**src/rtl/addr_scan_seq_if.sv**
```systemverilog
// Bus bundle between the scan sequencer and its controller.
// The slave side is the sequencer; the master side drives scan controls.
interface addr_scan_seq_if #(
  parameter int DWELL_W = 8
);
  logic               i_enable;
  logic [7:0]         i_mask;
  logic [DWELL_W-1:0] i_dwell;
  logic               i_hold;
  logic [2:0]         o_addr;
  logic               o_valid;
  logic               o_wrap;
  logic [7:0]         o_frame_cnt;

  modport master (
    output i_enable, i_mask, i_dwell, i_hold,
    input  o_addr, o_valid, o_wrap, o_frame_cnt
  );

  modport slave (
    input  i_enable, i_mask, i_dwell, i_hold,
    output o_addr, o_valid, o_wrap, o_frame_cnt
  );
endinterface

```
**src/rtl/addr_scan_seq.sv**
```systemverilog
// Round-robin channel sequencer feeding a 3-to-8 address decoder.
// Steps through mask-enabled channels, dwelling i_dwell+1 cycles on each.
//
//   state   | meaning
//   S_IDLE  | not scanning; o_valid low, o_addr holds last channel
//   S_DWELL | scanning; o_addr is live, dwell counter running
module addr_scan_seq #(
  parameter int DWELL_W = 8
) (
  input logic            i_clk,
  input logic            i_rst_n,
  addr_scan_seq_if.slave bus
);

  typedef enum logic {S_IDLE, S_DWELL} state_t;

  state_t             r_state;
  logic [2:0]         r_addr;
  logic               r_valid;
  logic               r_wrap;
  logic [7:0]         r_frame_cnt;
  logic [DWELL_W-1:0] r_cnt;
  logic [DWELL_W-1:0] r_dwell_lat;

  state_t             w_state_nxt;
  logic [2:0]         w_addr_nxt;
  logic               w_wrap_nxt;
  logic [7:0]         w_frame_nxt;
  logic [DWELL_W-1:0] w_cnt_nxt;
  logic [DWELL_W-1:0] w_lat_nxt;
  logic               w_adv;
  logic [2:0]         w_low;
  logic [2:0]         w_next;
  logic               w_pass;
  logic               w_found;

  // Circular search above r_addr; a carry into bit 3 means the frame wrapped
  // (including the single-channel case where the search lands on itself).
  always_comb begin
    logic [3:0] v_sum;
    v_sum   = '0;
    w_low   = '0;
    w_next  = r_addr;
    w_pass  = 1'b0;
    w_found = 1'b0;
    for (int k = 7; k >= 0; k--) begin
      if (bus.i_mask[k]) w_low = 3'(k);
    end
    for (int k = 1; k <= 8; k++) begin
      v_sum = {1'b0, r_addr} + 4'(k);
      if (!w_found && bus.i_mask[v_sum[2:0]]) begin
        w_found = 1'b1;
        w_next  = v_sum[2:0];
        w_pass  = v_sum[3];
      end
    end
  end

  always_comb begin
    w_state_nxt = r_state;
    w_addr_nxt  = r_addr;
    w_cnt_nxt   = r_cnt;
    w_lat_nxt   = r_dwell_lat;
    w_frame_nxt = r_frame_cnt;
    w_wrap_nxt  = 1'b0;
    w_adv       = 1'b0;
    case (r_state)
      S_IDLE: begin
        if (bus.i_enable && (bus.i_mask != 8'd0)) begin
          w_state_nxt = S_DWELL;
          w_addr_nxt  = w_low;
          w_cnt_nxt   = '0;
          w_lat_nxt   = bus.i_dwell;
        end
      end
      S_DWELL: begin
        if (!bus.i_enable || (bus.i_mask == 8'd0)) begin
          w_state_nxt = S_IDLE;
          w_cnt_nxt   = '0;
        end else if (!bus.i_mask[r_addr]) begin
          w_adv = 1'b1;
        end else if (bus.i_hold) begin
          w_cnt_nxt = r_cnt;
        end else if (r_cnt == r_dwell_lat) begin
          w_adv = 1'b1;
        end else begin
          w_cnt_nxt = r_cnt + DWELL_W'(1);
        end
      end
      default: w_state_nxt = S_IDLE;
    endcase
    if (w_adv) begin
      w_addr_nxt = w_next;
      w_cnt_nxt  = '0;
      w_lat_nxt  = bus.i_dwell;
      if (w_pass) begin
        w_wrap_nxt  = 1'b1;
        w_frame_nxt = r_frame_cnt + 8'd1;
      end
    end
  end

  always_ff @(posedge i_clk or negedge i_rst_n) begin
    if (!i_rst_n) begin
      r_state     <= S_IDLE;
      r_addr      <= '0;
      r_valid     <= 1'b0;
      r_wrap      <= 1'b0;
      r_frame_cnt <= '0;
      r_cnt       <= '0;
      r_dwell_lat <= '0;
    end else begin
      r_state     <= w_state_nxt;
      r_addr      <= w_addr_nxt;
      r_valid     <= (w_state_nxt == S_DWELL);
      r_wrap      <= w_wrap_nxt;
      r_frame_cnt <= w_frame_nxt;
      r_cnt       <= w_cnt_nxt;
      r_dwell_lat <= w_lat_nxt;
    end
  end

  assign bus.o_addr      = r_addr;
  assign bus.o_valid     = r_valid;
  assign bus.o_wrap      = r_wrap;
  assign bus.o_frame_cnt = r_frame_cnt;

endmodule
```
**src/flat_wrapper.sv**
```systemverilog
// flat-port wrapper written by rule: the top's interface ports become plain ports
module addr_scan_seq_flat 
#(
  parameter int DWELL_W = 8
)
  (i_clk, i_rst_n, bus_i_enable, bus_i_mask, bus_i_dwell, bus_i_hold, bus_o_addr, bus_o_valid, bus_o_wrap, bus_o_frame_cnt);
  addr_scan_seq_if #(.DWELL_W(DWELL_W)) bus_i ();
  input logic i_clk;
  input logic i_rst_n;
  input wire logic [$bits(bus_i.i_enable)-1:0] bus_i_enable;
  input wire logic [$bits(bus_i.i_mask)-1:0] bus_i_mask;
  input wire logic [$bits(bus_i.i_dwell)-1:0] bus_i_dwell;
  input wire logic [$bits(bus_i.i_hold)-1:0] bus_i_hold;
  output wire logic [$bits(bus_i.o_addr)-1:0] bus_o_addr;
  output wire logic [$bits(bus_i.o_valid)-1:0] bus_o_valid;
  output wire logic [$bits(bus_i.o_wrap)-1:0] bus_o_wrap;
  output wire logic [$bits(bus_i.o_frame_cnt)-1:0] bus_o_frame_cnt;
  assign bus_i.i_enable = bus_i_enable;
  assign bus_i.i_mask = bus_i_mask;
  assign bus_i.i_dwell = bus_i_dwell;
  assign bus_i.i_hold = bus_i_hold;
  assign bus_o_addr = bus_i.o_addr;
  assign bus_o_valid = bus_i.o_valid;
  assign bus_o_wrap = bus_i.o_wrap;
  assign bus_o_frame_cnt = bus_i.o_frame_cnt;
  addr_scan_seq #(.DWELL_W(DWELL_W)) u_core (.i_clk(i_clk), .i_rst_n(i_rst_n), .bus(bus_i));
endmodule
```
**config.mk**
```make
export PLATFORM = sky130hd
export DESIGN_NAME = addr_scan_seq_flat
export DESIGN_NICKNAME = d
export VERILOG_FILES = /design/src/rtl/addr_scan_seq_if.sv /design/src/rtl/addr_scan_seq.sv /design/src/flat_wrapper.sv
export SDC_FILE = /design/constraint.sdc
export NUM_CORES = 1
export LEC_CHECK = 0
export ABC_AREA = 1
export BUFFER_PORTS_ARGS = -buffer_cell sky130_fd_sc_hd__buf_4
export CELL_PAD_IN_SITES_DETAIL_PLACEMENT = 0
export CELL_PAD_IN_SITES_GLOBAL_PLACEMENT = 1
export CORE_ASPECT_RATIO = 1.25
export CORE_MARGIN = 2
export CORE_UTILIZATION = 46
export CTS_BUF_LIST = sky130_fd_sc_hd__clkbuf_4 sky130_fd_sc_hd__clkbuf_8
export DETAILED_ROUTE_END_ITERATION = 10
export GPL_TIMING_DRIVEN = 1
export PLACE_DENSITY = 0.87
export SYNTH_ARGS = -nofsm -noshare
export SYNTH_HDL_FRONTEND = slang
export SYNTH_SLANG_ARGS = --single-unit
```
**constraint.sdc**
```tcl
create_clock -name i_clk -period 7.25 [get_ports i_clk]
set_input_delay 1.0875 -clock i_clk [delete_from_list [all_inputs] [get_ports i_clk]]
set_output_delay 1.0875 -clock i_clk [all_outputs]
set_load 0.01 [all_outputs]
```
**Word level (Yosys, flattened, before mapping)**

Cells that the tools add are included.

- $add $sub $neg: 10
- $lt $le $gt $ge: 9
- Eq/ne operators: 7
- Mux-type cells: 72
- Bitwise operators: 1
- Reductions and logical operators: 24

Operators with widths:

| cell | number |
|---|---|
| $mux 8 | 9 |
| $mux 3 | 19 |
| $lt 3x4->1 const B | 9 |
| $mux 1 | 33 |
| $bmux 1 s3 | 9 |
| $add 3x3->4 const B | 4 |
| $add 8x1->8 const B | 2 |
| $pmux 8 s2 | 1 |
| $ne 4x4->1 const B | 3 |
| $ne 9x9->1 const B | 1 |
| $add 3x2->4 const B | 2 |
| $eq 8x8->1 | 1 |
| $logic_and 1x1->1 | 8 |
| $logic_not 1->1 | 8 |
| $logic_not 8->1 | 1 |
| $reduce_bool 8->1 | 1 |
| $add 3x1->4 const B | 1 |
| $add 3x4->4 const B | 1 |
| $reduce_and 2->1 | 2 |
| $reduce_and 4->1 | 1 |
| $ne 3x1->1 const B | 1 |
| $reduce_and 3->1 | 1 |
| $ne 2x2->1 const B | 1 |
| $pmux 1 s2 | 1 |
| other kinds (3) | 3 |

- Bits in registers: 29
- Input bits: 20
- Output and inout bits: 13
- Logic and storage cells: 129

**Longest topological paths before layout**

Gate-level depths: netlist of run 1.

- Depth after elaboration: 27
- Depth in mapped cells: 20
- Mapped depth without buffers: 19

**Worst setup path after synthesis of run 1**

Ideal clock, no wire load.

- Path type: in2reg
- From: input bus_i_mask[2]
- To: register u_core.r_cnt[7]
- Library setup time: 0.126 ns
- Arrival: 2.383 ns
- Data required time: 7.124 ns
- Slack: 4.740 ns
- Cell stages on the path: 9
- Path buffers: 1
- Path through: nor4_1 -> a21boi_2 -> nand3_2 -> inv_2 -> nor2_1 -> nand3_1 -> nand2_2 -> buf_2 -> o21ai_0

- Word-level cells in the longest chain between the ends: 7
- Elaborated cells on any way between the ends: 17
- Classes of those cells: eq/ne: 4; mux: 8; reduce/logical: 5

Ends and longest elaborated chain:

| what | RTL line | text |
|---|---|---|
| from (decl) | flat_wrapper.sv:11 | `input wire logic [$bits(bus_i.i_mask)-1:0] bus_i_mask;` |
| $bmux 1 s3 | addr_scan_seq.sv:80 | `end else if (!bus.i_mask[r_addr]) begin` |
| $mux 1 (not written as such) | addr_scan_seq.sv:80 |  |
| $mux 1 | addr_scan_seq.sv:80 |  |
| $mux 1 | addr_scan_seq.sv:77 | `if (!bus.i_enable \|\| (bus.i_mask == 8'd0)) begin` |
| $mux 1 | addr_scan_seq.sv:67 | `case (r_state)` |
| $ne 4x4->1 (no source line) or $ne 3x1->1 (tied branches) | n/a |  |
| $reduce_and 4->1 (no source line) | n/a |  |
| to (signal assigned) | addr_scan_seq.sv:118 | `r_cnt <= w_cnt_nxt;` |
| to (decl) | addr_scan_seq.sv:22 | `logic [DWELL_W-1:0] r_cnt;` |

Several ways; a longest one is shown, not always the timed one. The select of a mux whose other input is x is not followed.
A chain may end at the register's enable or synchronous reset.

**Worst setup path in the final report of run 1**

- From: register u_core.r_addr[0], in the netlist u_core.bus.o_addr[0]
- To: register u_core.r_addr[1], in the netlist u_core.bus.o_addr[1]

- Word-level cells in the longest chain between the ends: 26
- Elaborated cells on any way between the ends: 63
- Classes of those cells: add/sub: 8; eq/ne: 2; mux: 37; reduce/logical: 16

Ends and longest elaborated chain:

| what | RTL line | text |
|---|---|---|
| from (decl) | addr_scan_seq.sv:18 | `logic [2:0] r_addr;` |
| from (signal assigned) | addr_scan_seq.sv:114 | `r_addr <= w_addr_nxt;` |
| $add 3x1->4 | addr_scan_seq.sv:50 | `v_sum = {1'b0, r_addr} + 4'(k);` |
| $bmux 1 s3 | addr_scan_seq.sv:51 | `if (!w_found && bus.i_mask[v_sum[2:0]]) begin` |
| $mux 1 (not written as such) | addr_scan_seq.sv:51 |  |
| $mux 1 | addr_scan_seq.sv:51 |  |
| $logic_not 1->1 | addr_scan_seq.sv:51 |  |
| $logic_and 1x1->1 | addr_scan_seq.sv:51 |  |
| $mux 1 | addr_scan_seq.sv:51 |  |
| $logic_not 1->1 | addr_scan_seq.sv:51 |  |
| [... 10 more ...] | n/a |  |
| $mux 1 | addr_scan_seq.sv:51 |  |
| $logic_not 1->1 | addr_scan_seq.sv:51 |  |
| $logic_and 1x1->1 | addr_scan_seq.sv:51 |  |
| $mux 1 | addr_scan_seq.sv:51 |  |
| $logic_not 1->1 | addr_scan_seq.sv:51 |  |
| $logic_and 1x1->1 | addr_scan_seq.sv:51 |  |
| $ne 9x9->1 (no source line) or $mux 3 (tied branches) | n/a |  |
| $reduce_and 3->1 (no source line) or $mux 3 (tied branches) | n/a |  |

Several ways; a longest one is shown, not always the timed one. The select of a mux whose other input is x is not followed.

==> metrics, run 1 <==
# diodes=0; Worst-path clk slew=70 ps; global route hottest layer=met2; total negative slack=0 ps; TritonCTS clock tree=built; first-pass GRT wire length=10,900 um; Total Power=1.241 mW; Post-CTS Setup Repair Bufs=0; post-DP HPWL=4920 um; Ys Warns=0; fin cells=467; Final setup viols=0; Post-synth EDFFs=0; ys flop type=dfrtp_1; # IOs=33; max_cap viols=0; R2R depth=13; cells after synthesis=369; Cells after DPL=459; Die Width=70.51 um; Post-Synth Simple-Gate Area=0.4732; max frequency=0.3122 GHz; Fin. Hold Viols=0; worst-path fanout max=14; Seq cells post-synth=29; Area growth syn-to-layout=16.13%; Int Pwr=0.5875 mW; port bufs=32; Gate power share=0.641; GP Congestion=0.8875; hold depth=2; # rows=30; DRC viols=0; Synth top cells by count=118 x nand2_1, 53 x nand3_1, 29 x dfrtp_1; Tot GR Track Use=0.2218; reg-to-reg startpoint=u_core.bus.o_addr[0]; leakage power=1.563 nW; Clock Power Share=0.162; core area=0.005368 sq mm; syn_area_per_cell=6.893 sq um; GR met3 Demand/Resource=0.03472; sequential area share after synthesis=0.2853; share of cells above drive strength 1=0.2159; Hold Path Class=flop to flop; arrival time worst endpoint=3370 ps; hold slack=499.7 ps; Yosys cell types=36; number of global-route vias before repair=2,392; RSZ-0062 raised after global routing=no; post-synthesis adder-cell area fraction=0.04427; status=complete, no violations; clk_skew=5.379 ps; top-count cell post-synth=nand2_1; Data required, critical path=7420 ps; clock root cell=clkbuf_8; DRT antenna net count=0; initial antenna violation count=0; vias=2,479; period utilization=0.4419; CTS Sinks=29; GR Util met2=0.3902; multiplexer share of the synthesized area=0; ys async rst share=1.000; Die Height=87.14 um; Sequential Power Share=0.198; Finished Cell Area=0.002954 sq mm; Synth area leaders=dfrtp_1 29%, nand2_1 17%, nand3_1 10%; worst hold endpoint=u_core.r_dwell_lat[7]; initial drt markers=142; largest family of logic cells by synthesized area=simple AND/OR/NAND/NOR gates; Sw Ratio=0.5265; fin nets=431; Total Wirelength=6262 um; PwrDens=420.0 mW/mm^2; worst hold start=u_core.r_dwell_lat[7]; Max-Slew Margin vs Limit=0.3820; Worst Tran Pin Value=927.0 ps; cts repair resizes=0; Yosys top cell area share=0.2853; DRT Pass-1 Iters=5; xor/xnor share of the synthesized area=0.06198; number of CTS-inserted buffers=5; GRT overflow=0; DIE AREA=0.006144 sq mm; Placed Area=0.002820 sq mm; Clock Path Buffers=2; pins over their slew limit=0; Initial Utilization=0.4739; Synth Area in Compound Gates=0.06640; critical path capture point type=flop; Clk Latency, worst-skew pair=280 ps; largest net degree at the start of global routing=30; Post-Syn Area=0.002544 sq mm; Psw=0.6532 mW; WL per Instance=13.41 um; post-route minimum period=3203 ps; CTS H-tree lvls=2; reg2reg end=u_core.bus.o_addr[1]; DR vias/cell=5.308; met1 GRT Util=0.2561; Syn Nets=398; CTS hold repair buffers=0; fill cell count=563; critical path class=flop to flop; Critical Path Source Type=flop; cell taking the most area after synthesis=dfrtp_1; FF-to-FF setup slack=4050 ps; Max VDD drop=0.2984 mV
state kept, by name, summed over array words and instances, names as in the netlist:
register,flops
u_core.bus.o_wrap,1
u_core.bus.o_frame_cnt,8
u_core.r_cnt,8
u_core.r_state,1
u_core.bus.o_addr,3
u_core.r_dwell_lat,8
stage by stage:
| step | worst slack (ps) | util |
|---|---|---|
| finish | 4047 | 0.5504 |
| global route | 3675 | 0.5504 |
| CTS | 4039 | 0.5504 |
| detailed placement | 4061 | 0.5254 |
| global placement | 4118 | 0.5254 |
| floorplan | 4741 | - |
power by group through the flow:
stage                     registers, mW  clock network (mW)  logic (mW)
after detailed placement          0.248                   0       0.792
final                             0.246               0.200       0.795
after global placement            0.246                   0       0.793
after floorplan                   0.235                   0       0.627
after global routing              0.251               0.210       0.905
after CTS                         0.245               0.204       0.795
worst max path at each step:
stage                          from               endpoint  slack, ps  depth (start not counted)
5_1_grt        u_core.bus.o_addr[0]   u_core.bus.o_addr[1]       3680                         13
6_report       u_core.bus.o_addr[0]   u_core.bus.o_addr[1]       4050                         13
4_1_cts        u_core.bus.o_addr[0]   u_core.bus.o_addr[1]       4040                         13
2_1_floorplan         bus_i_mask[2]        u_core.r_cnt[7]       4740                          9
3_5_place_dp   u_core.bus.o_addr[0]   u_core.bus.o_addr[1]       4060                         13
3_3_place_gp          bus_i_mask[7]  u_core.r_dwell_lat[2]       4120                         11
per-layer routing:
layer / wire (um) / up-vias
li1: - / 1272
met1: 2600 / 1123
met2: 3162 / 63
met3: 242 / 21
met4: 257 / 0
met5: 0 / -
cells by family after synthesis:
group | after synthesis
fa+ha+maj | 9
flops | 29
simple gates | 243
buf+inv | 41
compound gates | 29
xor+xnor | 18
critical path, cell delays in order, from the launching register on:
cell      delay [ps]
dfrtp_1          670
inv_2            240
ha_1             440
inv_1            160
nand3_1          140
nand2_1           90
nand2_1           80
nand2_4          120
nand4_4          120
nor2_4           150
nand3_1          440
nand3_1          250
nand2_1           70
a21boi_1         130
layout make-up:
cell class,instances,area [sq um],area share
multi-input combinational,299,1643,0.5561
inverter,35,131.4,0.04447
clock inverter,3,65.06,0.02202
tap,64,80.08,0.02711
sequential,29,725.7,0.2457
clock buffer,5,68.82,0.02330
timing repair buffer,32,240.2,0.08132
layout by cell type, fill, tap and decap left out, types with 7 or more instances in the layout:
master   count
buf_4       32
nand3_1     53
o21ai_1      8
inv_1       27
o21ai_0      7
xor2_1       9
ha_1         9
nand2_2     18
nand2_1    118
nor2_1      20
xnor2_1      9
nand3_2      9
dfrtp_1     29
inv_2        8
Power figures use the tool's default switching activity.
==> run 2, diff against run 1 <==
Settings changed: ABC_AREA 1 to 0, CORE_UTILIZATION 46 to 43, PLACE_DENSITY 0.87 to 0.79.
Clock period 7.25 ns to 2.9 ns, I/O delays scaled along.
==> metrics, run 2 <==
status=finished, violations left; violated checks=setup timing; DRT antenna net count=0 (unchanged); period utilization=1.018 (+0.5765); post-route minimum period=2953 ps (-250.3 ps); Total Wirelength=6001 um (-4.2%); Finished Cell Area=0.003257 sq mm (+10%); worst-path fanout max=7 (-7); arrival time worst endpoint=3110 ps (-260 ps); TritonCTS clock tree=built; clock root cell=clkbuf_8; number of CTS-inserted buffers=5 (unchanged); commonest non-fill, non-tap cell in the layout=buf_4; RSZ-0062 raised after global routing=yes; sequential area share after synthesis=0.2850 (about the same); number of global-route vias before repair=2,111 (-12%); Die Width=72.83 um (+3.3%); Synth top cells by count=29 x dfrtp_1, 19 x nor2_1, 19 x xor2_1; Fin. Hold Viols=0 (unchanged); Sw Ratio=0.4184 (-0.1081); initial drt markers=89 (-37%); Max-Slew Margin vs Limit=0.5647 (+0.1827); Placed Area=0.003065 sq mm (+8.7%); Psw=1.622 mW (+150%); first-pass GRT wire length=9998 um (-8.3%); Worst-path clk slew=60 ps (about the same); final worst slack=-53.13 ps (-4100 ps); DR vias/cell=5.756 (+8.4%); Worst Tran Pin Value=648.1 ps (-278.9 ps); Tot GR Track Use=0.1928 (-0.02893); WL per Instance=16.26 um (+21%); Hold Path Class=primary input to async pin; ys async rst share=1.000 (unchanged); max incr delay on CP=580 ps (-90 ps); post-DP HPWL=4512 um (-8.3%); Critical path buffers and inverters=2 (unchanged); cell taking the most area after synthesis=dfrtp_1; Int Pwr=2.255 mW (+280%); pins over their slew limit=0 (unchanged); Synth area leaders=dfrtp_1 29%, mux4_2 13%, xor2_1 6.5%; DRC viols=0 (unchanged); # diodes=0 (unchanged); CTS Sinks=29 (unchanged); # rows=31 (+3.3%); Crit path max-delay family=multiplexers; Data required, critical path=3060 ps (-4360 ps); Yosys cell types=56 (+56%); clk_skew=2.669 ps (-2.710 ps); Seq cells post-synth=29 (unchanged); share of cells above drive strength 1=0.4290 (+0.2132); critical path cell sequence=clkinvlp_4, ha_4, buf_6, mux4_2, mux2i_4, a211oi_2, nor4_4, nor2_4, mux2_4; Clock Power Share=0.113 (-0.049); leakage power=1.449 nW (-7.3%); Critical Path Source Type=flop; Clk Latency, worst-skew pair=270 ps (about the same); max_cap viols=0 (unchanged); Ys Warns=0 (unchanged); Sequential Power Share=0.148 (-0.050); final core utilization=0.5674 (+0.01700); Die Height=90.04 um (+3.3%); max frequency=0.3386 GHz (+8.5%); CTS H-tree lvls=2 (unchanged); Post-Syn Area=0.002546 sq mm (about the same); Setup WS pre-CTS=-94.95 ps (-4156 ps); Post-synth EDFFs=0 (unchanged); Gate power share=0.739 (+0.098); # IOs=33 (unchanged); largest net degree at the start of global routing=30 (unchanged); GP Congestion=0.8230 (-7.3%); Max VDD drop=0.5574 mV (+87%); most frequent cells in the layout=58 x buf_4, 28 x dfrtp_1, 19 x xor2_1, 18 x nor2_1, 17 x nand2_1; critical path capture point type=flop; Initial Utilization=0.4435 (-0.03034); Yosys top cell area share=0.2850 (about the same); port bufs=32 (unchanged); fin nets=331 (-23%); vias=2,124 (-14%); critical path class=flop to flop; fill cell count=526 (-6.6%); Final setup viols=4 (+4); top-count cell post-synth=dfrtp_1; Area growth syn-to-layout=27.91%; core area=0.005741 sq mm (+6.9%); cells after synthesis=246 (-33%); GRT overflow=0 (unchanged); syn_area_per_cell=10.35 sq um (+50%); DRT Pass-1 Iters=4 (-1); DIE AREA=0.006557 sq mm (+6.7%); initial antenna violation count=0 (unchanged); Syn Nets=275 (-31%); Slowest cell on crit path=mux4_2; Clock Path Buffers=2 (unchanged); ys flop type=dfrtp_1; PwrDens=1190 mW/mm^2 (+180%)
[run 2: cell types whose count changed in the layout (fill, tap and decap cells not counted), sizes merged, moves of 4 or more]
cell and change:
nand2 -124, nor4 +4, mux2 +16, mux2i +8, xor2 +11, mux4 +15, nor2 -4, nand3 -57
inv -24, nor3 +5, xnor2 -6, a21oi +6, buf +31
[run 2: metal layers]
layer  vias up  GRT usage  share of wire
met2        42     0.3348           0.53
met5         -          0              0
met1      1059     0.2437           0.42
met3        10    0.03027          0.025
li1       1013          -              -
met4         0    0.05401          0.017
[run 2: cell families after synthesis]
kind of cell	share of synthesized area
compound gates	0.1022
xor+xnor	0.08207
fa+ha+maj	0.04423
buf+inv	0.04324
flops	0.2850
mux	0.2477
simple gates	0.1956
[run 2: path summary, 6_finish.rpt]
check | from | end | slack (ps) | depth (start not counted)
max | u_core.bus.o_addr[0] | u_core.bus.o_frame_cnt[1] | -50 | 9
min | i_rst_n | u_core.bus.o_frame_cnt[6] | 70 | 1
max reg2reg | u_core.bus.o_addr[0] | u_core.bus.o_frame_cnt[1] | -50 | 9
min reg2reg | u_core.bus.o_frame_cnt[7] | u_core.bus.o_frame_cnt[7] | 490 | 1
max in group asynchronous | i_rst_n | u_core.bus.o_addr[1] | 2530 | 1
min in group i_clk | bus_i_dwell[1] | u_core.r_dwell_lat[1] | 390 | 2
[run 2: repair_timing]
item,CTS,global route
setup endpoints to repair,8,10
buffers inserted,3,1
resized for setup,7,4
cloned,0,0
hold buffers,0,0
pin swaps,6,4
[run 2: worst register-to-register path, cell delays in order, from the launching register on]
cell and delay (ps):
dfrtp_1 390, clkinvlp_4 120, ha_4 310, buf_6 110, mux4_2 580, mux2i_4 260, a211oi_2 130, nor4_4 570
nor2_4 70, mux2_4 310
[run 2: layout make-up]
class,instances,area [sq um],area share
timing repair buffer,63,491.7,0.1510
sequential,29,726.9,0.2232
tap,66,82.58,0.02536
inverter,12,53.80,0.01652
clock inverter,1,30.03,0.009220
clock buffer,7,90.09,0.02766
multi-input combinational,191,1782,0.5471
[run 2: power by group through the flow]
stage | combinational, mW | sequential [mW] | clock, mW
6_report | 2.86 | 0.574 | 0.439
5_1_grt | 3.08 | 0.587 | 0.466
4_1_cts | 2.82 | 0.576 | 0.446
3_5_place_dp | 2.69 | 0.583 | 0
3_3_place_gp | 2.67 | 0.579 | 0
2_1_floorplan | 1.89 | 0.599 | 0
[run 2: per-stage QoR]
| stage | setup TNS (ps) | hold slack (ps) | instances | power, mW |
|---|---|---|---|---|
| floorplan | -1561 | 139.4 | 246 | 2.489 |
| global placement | -137.4 | 379.4 | 357 | 3.244 |
| detailed placement | -416.7 | 379.0 | 357 | 3.271 |
| CTS | -139.5 | 80.46 | 368 | 3.837 |
| global route | -836.1 | 97.59 | 369 | 4.128 |
| finish | -86.02 | 71.05 | 369 | 3.877 |
==> run 3, diff against run 2 <==
--- a/config.mk
+++ b/config.mk
@@ -8,3 +8,3 @@
 export ABC_AREA = 0
-export BUFFER_PORTS_ARGS = -buffer_cell sky130_fd_sc_hd__buf_4
+export BUFFER_PORTS_ARGS = -buffer_cell sky130_fd_sc_hd__buf_2
 export CELL_PAD_IN_SITES_DETAIL_PLACEMENT = 0
==> constraint.sdc (replaced) <==
create_clock -name i_clk -period 2.9 [get_ports i_clk]
set_input_delay 0.58 -clock i_clk [delete_from_list [all_inputs] [get_ports i_clk]]
set_output_delay 0.58 -clock i_clk [all_outputs]
set_load 0.01 [all_outputs]
==> metrics, run 3 (synthesis results as in run 2) <==
DRT antenna net count=0 (unchanged); Area growth syn-to-layout=27.86% (about the same); commonest non-fill, non-tap cell in the layout=buf_4; number of global-route vias before repair=2,129 (+0.85%); Worst Tran Pin Value=653.3 ps (+5.167 ps); arrival time worst endpoint=3110 ps (about the same); Total Power=3.772 mW (-2.7%); Data required, critical path=3070 ps (about the same); max incr delay on CP=530 ps (-50 ps); Tot GR Track Use=0.1952 (+0.002385); PwrDens=1159 mW/mm^2 (-2.7%); DRC viols=0 (unchanged); Final setup viols=4 (unchanged); first-pass GRT wire length=10,220 um (+2.2%); period utilization=1.016 (-0.002687); Max-Slew Margin vs Limit=0.5612 (-0.003471); FF-to-FF setup slack=-50 ps (about the same); worst-path fanout max=7 (unchanged); final worst slack=-45.33 ps (+7.792 ps); hold slack=315.8 ps (+244.7 ps); TritonCTS clock tree=built; Die Height=90.04 um (unchanged); R2R depth=10 (+1); final core utilization=0.5671 (about the same); Worst-path clk slew=70 ps (about the same); Sequential Power Share=0.152 (+0.004); Psw=1.685 mW (+3.9%); Total Wirelength=6135 um (+2.2%); max frequency=0.3395 GHz (+0.26%); Hold Path Class=primary input to async pin; core area=0.005741 sq mm (unchanged); leakage power=1.473 nW (+1.7%); reg2reg end=u_core.bus.o_frame_cnt[1]; Critical Path Source Type=flop; critical path cell sequence=clkinvlp_4, ha_4, buf_4, mux2_4, or2_4, mux4_2, nor4_4, nor4_4, nor2_4, mux2_4; Fin. Hold Viols=0 (unchanged); RSZ-0062 raised after global routing=yes; # IOs=33 (unchanged); Clk Latency, worst-skew pair=280 ps (about the same); fin nets=343 (+3.6%); CTS H-tree lvls=2 (unchanged); share of cells above drive strength 1=0.4698 (+0.04080); GRT overflow=0 (unchanged); most frequent cells in the layout=40 x buf_4, 32 x buf_2, 28 x dfrtp_1, 19 x xor2_1; port bufs=32 (unchanged); Placed Area=0.003068 sq mm (about the same); Finished Cell Area=0.003256 sq mm (about the same); fin cells=381 (+3.3%); vias=2,136 (+0.56%); Slowest cell on crit path=mux4_2; critical path class=flop to flop; WL per Instance=16.10 um (-0.99%); # rows=31 (unchanged); CTS hold repair buffers=0 (unchanged); clk_skew=9.886 ps (+7.216 ps); Clock Path Buffers=2 (unchanged); # diodes=0 (unchanged); Int Pwr=2.087 mW (-7.4%); GP Congestion=0.9391 (+14%); Setup WS pre-CTS=-77.53 ps (+17.42 ps); Initial Utilization=0.4435 (unchanged); post-DP HPWL=4703 um (+4.2%); number of CTS-inserted buffers=5 (unchanged); CTS Sinks=29 (unchanged); DR vias/cell=5.606 (-2.6%); pins over their slew limit=0 (unchanged); total negative slack=-125.1 ps (-39.09 ps); post-route minimum period=2945 ps (-7.792 ps); Gate power share=0.763 (+0.024); Clock Power Share=0.085 (-0.028); critical path capture point type=flop; largest net degree at the start of global routing=30 (unchanged); Die Width=72.83 um (unchanged); Max VDD drop=0.5384 mV (-3.4%); DRT Pass-1 Iters=4 (unchanged); max_cap viols=0 (unchanged); Sw Ratio=0.4466 (+0.02826); DIE AREA=0.006557 sq mm (unchanged); initial antenna violation count=0 (unchanged); initial drt markers=128 (+44%); violated checks=setup timing; clock root cell=clkbuf_8; Cells after DPL=368 (+3.1%); reg-to-reg startpoint=u_core.bus.o_addr[0]; status=finished, violations left
==> run 3: power groups by stage <==
stage | Clock [mW] | Sequential, mW | Combinational (mW)
global route | 0.348 | 0.586 | 3.09
finish | 0.320 | 0.572 | 2.88
CTS | 0.332 | 0.573 | 2.76
floorplan | 0 | 0.599 | 1.89
detailed placement | 0 | 0.581 | 2.60
global placement | 0 | 0.577 | 2.58
==> run 3: cell type report <==
type	instances	area, sq um
clock buffers	5	68.82
clock inverters	3	17.52
fillers	513	2485
inverters	12	53.80
multi-input cells	191	1812
flip-flops and latches	29	726.9
well taps	66	82.58
repair buffers	75	494.2
==> run 3: worst max-delay path, delay by kind of cell, from the launching register on <==
kind,cells,cell delay (ps)
fa+ha+maj,1,310
buf+inv,2,240
flops,1,390
mux,3,1130
simple gates,4,770
==> run 3: worst max-delay path by stage <==
stage / startpoint / end / slack, ps / cells after the start
after floorplan: u_core.bus.o_addr[0] / u_core.bus.o_frame_cnt[1] / -280 / 11
after global placement: u_core.bus.o_addr[0] / u_core.bus.o_frame_cnt[1] / -60 / 9
after detailed placement: u_core.bus.o_addr[0] / u_core.bus.o_frame_cnt[7] / -80 / 10
after CTS: u_core.bus.o_addr[0] / u_core.bus.o_addr[2] / -20 / 10
after global routing: u_core.bus.o_addr[0] / u_core.bus.o_frame_cnt[6] / -140 / 10
final: u_core.bus.o_addr[0] / u_core.bus.o_frame_cnt[1] / -50 / 10
==> run 3: timing repair <==
| item | 4_1_cts | 5_1_grt |
|---|---|---|
| setup buffers | 2 | 3 |
| setup endpoints to repair | 7 | 12 |
| gates resized for setup | 8 | 7 |
| pin swaps | 9 | 5 |
==> run 3: per-layer routing <==
layer	vias to the layer above	GRT usage	routed length [um]
met1	1030	0.2556	2629
met5	-	0	0
met4	0	0.05401	134
met3	13	0.02466	202
li1	1039	-	-
met2	54	0.3341	3169
